[src/rtl/coord_to_note_in.sv]
// Encodes bar/slot hit coordinates into a 30-bit multi-hot note vector, merges
// hits over a WINDOW-cycle collection window and presents the result with valid/ack.
module coord_to_note_in #(
  parameter int unsigned WINDOW = 4
) (
  input  logic        clock,
  input  logic        resetn,
  input  logic        hit_valid,
  input  logic [2:0]  hit_x,
  input  logic [2:0]  hit_y,
  input  logic        note_ack,
  output logic [31:0] note_in,
  output logic        note_valid,
  output logic        bad_coord,
  output logic [7:0]  hit_count
);

  typedef enum logic [1:0] {
    IDLE    = 2'd0,
    COLLECT = 2'd1,
    PRESENT = 2'd2
  } state_t;

  localparam logic [15:0] LAST = 16'(WINDOW - 1);

  state_t      state_q, state_d;
  logic [15:0] cnt_q, cnt_d;
  logic [29:0] acc_q, acc_d;
  logic [31:0] note_q, note_d;
  logic        valid_q, valid_d;
  logic        bad_q, bad_d;
  logic [7:0]  hc_q, hc_d;

  logic        legal;
  logic        accept;
  logic [4:0]  idx;
  logic [29:0] hit_vec;
  logic [29:0] acc_merged;

  assign legal      = (hit_x <= 3'd4) && (hit_y <= 3'd5);
  assign accept     = hit_valid && legal;
  assign idx        = {2'b00, hit_x} * 5'd6 + {2'b00, hit_y};
  assign hit_vec    = accept ? (30'd1 << idx) : '0;
  // Hits sampled in the same cycle as a window expiry or an ack are folded in here.
  assign acc_merged = acc_q | hit_vec;

  always_comb begin
    state_d = state_q;
    cnt_d   = cnt_q;
    acc_d   = acc_merged;
    note_d  = note_q;
    valid_d = valid_q;
    case (state_q)
      IDLE: begin
        if (accept) begin
          state_d = COLLECT;
          cnt_d   = '0;
        end
      end
      COLLECT: begin
        if (cnt_q == LAST) begin
          state_d = PRESENT;
          note_d  = {2'b00, acc_merged};
          valid_d = 1'b1;
          acc_d   = '0;
        end else begin
          cnt_d = cnt_q + 16'd1;
        end
      end
      PRESENT: begin
        if (note_ack) begin
          valid_d = 1'b0;
          cnt_d   = '0;
          state_d = (|acc_merged) ? COLLECT : IDLE;
        end
      end
      default: begin
        state_d = IDLE;
      end
    endcase
  end

  assign bad_d = hit_valid && !legal;
  assign hc_d  = (accept && (hc_q != 8'hFF)) ? hc_q + 8'd1 : hc_q;

  always_ff @(posedge clock or negedge resetn) begin
    if (!resetn) begin
      state_q <= IDLE;
      cnt_q   <= '0;
      acc_q   <= '0;
      note_q  <= '0;
      valid_q <= 1'b0;
      bad_q   <= 1'b0;
      hc_q    <= '0;
    end else begin
      state_q <= state_d;
      cnt_q   <= cnt_d;
      acc_q   <= acc_d;
      note_q  <= note_d;
      valid_q <= valid_d;
      bad_q   <= bad_d;
      hc_q    <= hc_d;
    end
  end

  assign note_in    = note_q;
  assign note_valid = valid_q;
  assign bad_coord  = bad_q;
  assign hit_count  = hc_q;

endmodule

[config.mk]
export PLATFORM = sky130hd
export DESIGN_NAME = coord_to_note_in
export DESIGN_NICKNAME = d
export VERILOG_FILES = /design/src/rtl/coord_to_note_in.sv
export SDC_FILE = /design/constraint.sdc
export NUM_CORES = 1
export LEC_CHECK = 0
export ABC_AREA = 1
export CORE_MARGIN = 3
export CORE_UTILIZATION = 40
export DETAILED_ROUTE_END_ITERATION = 8
export RECOVER_POWER = 25
export SYNTH_ARGS = -nofsm -noshare
export SYNTH_HDL_FRONTEND = slang
export SYNTH_SLANG_ARGS = --single-unit
[constraint.sdc]
create_clock -name clock -period 4.16 [get_ports clock]
set_input_delay 0.416 -clock clock [delete_from_list [all_inputs] [get_ports clock]]
set_output_delay 0.416 -clock clock [all_outputs]
set_load 0.02 [all_outputs]
==> results.py <==
metrics = {
    "run_status": {
        "status": "complete, but fails checks",
        "violations": "max-capacitance violations, max-slew violations",
    },
    "floorplan": {
        "die_h_um": 109,
        "core_um2": 10000,
        "initial_utilization_pct": 42.3,
        "rows": 36,
        "die_w_um": 109,
        "ios": 52,
        "die_area_um2": 11900,
    },
    "sta": {
        "drv_slew": 58,
        "final.setup.worst_slack_ns": 1.30,
        "setup_tns_ns": 0,
        "layout_worst_path_cycle_share_pct": 68.7,
        "worst_slew_pin_slew_ns": 3.05,
        "fmaxAchievable_mhz": 350,
        "slew_headroom_pct": -103,
        "rsz0062_at_grt": "no",
        "finClkSkew_ns": 0.0184,
        "setup_violations": 0,
        "hold_viol": 0,
        "fin_crit_ns": 2.86,
    },
    "clocking": {
        "path_clk_slew_ns": 0.09,
        "cts_buffers": 9,
        "cts_sinks": 88,
        "ctsHoldBuffers": 0,
        "worstSkewPairLatency_ns": 0.36,
        "ctsResizeCount": 0,
        "cts_tree": "built",
        "cts_setup_buffers": 0,
        "h-tree-depth": 3,
        "cts_root_buf": "clkbuf_8",
        "max-clock-path-buffers": 2,
    },
    "place": {
        "dpl.hpwl_um": 7070,
        "gp_congestion": 0.841,
        "pre_cts_slack_ns": 0.934,
        "port_buffers": 49,
    },
    "setup_path": {
        "worstPathArrival_ns": 3.15,
        "rrSetupSlack_ns": 1.83,
        "path_cells": "clkdlybuf4s50_1 > inv_1 > ha_1 > inv_1 > fa_1 > inv_1 > nand3_1 > nor3_1 > a21oi_2 > nand2_1 > nor2_1 > nand2_1 > nor2_1 > nand2_1 > nand2_1 > nand2_1",
        "r2r-end": "note_in[12]",
        "r2r_cells": 7,
        "crit_required_ns": 4.45,
        "cp-start-kind": "input port",
        "critPathKind": "input port to flop",
        "endpoint_kind": "flop",
        "crit_top_cell": "nand2_1",
        "critical_path.slowest_cell": "clkdlybuf4s50_1",
        "path_max_fanout": 5,
        "regToRegStartpoint": "state_q[0]",
        "cpPeakStageDelay_ns": 0.52,
    },
    "logic_synthesis": {
        "synth_area_leader_cell": "dfrtp_1",
        "ys_async_sr_fraction_pct": 100,
        "syn_inst": 501,
        "yosysSeqAreaShare_pct": 51.9,
        "synth.distinct_cells": 35,
        "syn_area_um2": 4250,
        "synthTopCellsByArea": "dfrtp_1 52%, nor2_1 9.2%, nand2_1 9.1%",
        "ys_warn_count": 0,
        "syn_avg_cell_area_um2": 8.47,
        "ys.flop_type": "dfrtp_1",
        "synth-edff-count": 0,
        "synth_top_area_share_pct": 51.9,
        "synth_seq_cells": 88,
    },
    "finish": {
        "drive_above_1_share_pct": 7.94,
        "nets": 567,
        "multiInputGateArea_um2": 1790,
        "final_util_pct": 50.2,
        "layout_common_cells": "104 x nor2_1, 103 x nand2_1, 88 x dfrtp_1",
        "seq_area_um2": 2200,
        "final_common_cell": "nor2_1",
        "syn_to_final_growth_pct": 18.8,
        "n_fill_cell": 988,
        "n_antenna_cell": 0,
    },
    "flow_run": {
        "drv_cap": 1,
    },
    "routing": {
        "vias_per_cell": 4.93,
        "drt_iter0_drc": 166,
        "drt_first_pass_iters": 4,
        "wl_per_cell_um": 14.0,
        "drt_wl_total_um": 9650,
        "vias": 3387,
        "ant_nets": 0,
        "drc": 0,
    },
    "global_route": {
        "grt_pass1_wl_um": 16100,
        "grt_overflow_total": 0,
        "grt_pass1_vias": 3328,
        "grt_use_total_pct": 17.5,
        "grt_antenna_before_repair": 0,
        "grt_max_degree": 58,
    },
    "hold_path": {
        "hold_depth": 2,
        "hold_path_end": "note_in[8]",
        "hp-class": "flop to flop",
        "min_from": "note_in[8]",
    },
    "pwr": {
        "leakage_nw": 2.36,
        "power_density_nw_per_um2": 738,
        "irDropWorstVdd_uv": 393,
    },
}
power breakdown:
group          leakage (nW)  internal, mW  switching (mW)
clock network         0.111         0.358           0.308
logic                  1.17         0.658           0.945
registers              1.08          1.22           0.235
total                  2.36          2.24            1.49
critical path, delay by kind of cell:
| kind | cells | cell delay, ns |
|---|---|---|
| adder cells (fa/ha/maj) | 2 | 0.81 |
| buffers and inverters | 4 | 0.78 |
| AND/OR/NAND/NOR | 9 | 1.00 |
| AO/OA/AOI/OAI | 1 | 0.13 |
state kept, by name (all words and copies together) (netlist names):
name / count
cnt_q: 16
state_q: 2
acc_q: 30
note_valid: 1
bad_coord: 1
hit_count: 8
note_in: 30
worst max-delay path by stage:
| stage | from | cells after the start | slack [ns] | end |
|---|---|---|---|---|
| after floorplan | hit_x[1] | 17 | 1.83 | state_q[0] |
| after global placement | hit_x[0] | 16 | 0.99 | state_q[0] |
| after detailed placement | hit_x[0] | 16 | 0.93 | state_q[0] |
| after CTS | hit_x[0] | 16 | 1.31 | state_q[0] |
| after global routing | resetn | 1 | 0.81 | acc_q[26] |
| final | hit_x[0] | 16 | 1.30 | state_q[0] |
layout make-up:
class	count	area share [%]
clock buffer	12	2.88
inverter	44	3.28
multi-input combinational	355	35.4
tap	133	3.30
sequential	88	43.7
clock inverter	4	1.54
timing repair buffer	51	9.90
cell usage after synthesis (2+ instances only):
cell type    n
dfrtp_1     88
nor4_1       5
nor3_1      14
a21oi_2      2
xor2_1      14
nand2_4      2
nand3_1     14
nor2_4       2
inv_1       41
o22ai_1     11
a21oi_1      2
xnor2_1      5
nor2_2       7
fa_1         2
buf_2        3
nand4_1      9
nand2_1    103
buf_4        3
nor2_1     104
nand3_2      2
clkbuf_1     7
inv_2        3
nand2_2      8
o21ai_0     34
ha_1         6
logic make-up after synthesis:
family                   after synthesis  synth area share, %
flip-flops                            88                 51.9
AO/OA/AOI/OAI                         55                 7.60
adder cells (fa/ha/maj)                8                 2.71
buffers and inverters                 59                 6.13
other                                  1               0.0883
AND/OR/NAND/NOR                      270                 27.4
multiplexers                           1                0.265
XOR/XNOR                              19                 3.92
layer usage:
metal	routed length (µm)	global-route usage [%]	vias up
li1	-	-	1693
met1	4690	24.6	1604
met2	4410	27.1	76
met3	423	3.67	14
met4	120	5.50	0
met5	0	0	-
metrics by stage:
step,cell area (µm²),hold WS (ns),std cells,power [mW]
after floorplan,4250,0.120,502,2.46
after detailed placement,4820,0.470,671,3.09
final,5040,0.487,687,3.72
after CTS,5050,0.129,687,3.77
after global routing,5040,0.517,687,4.01
after global placement,4820,0.465,671,3.06
No activity file was read; power rests on OpenSTA's default activity.
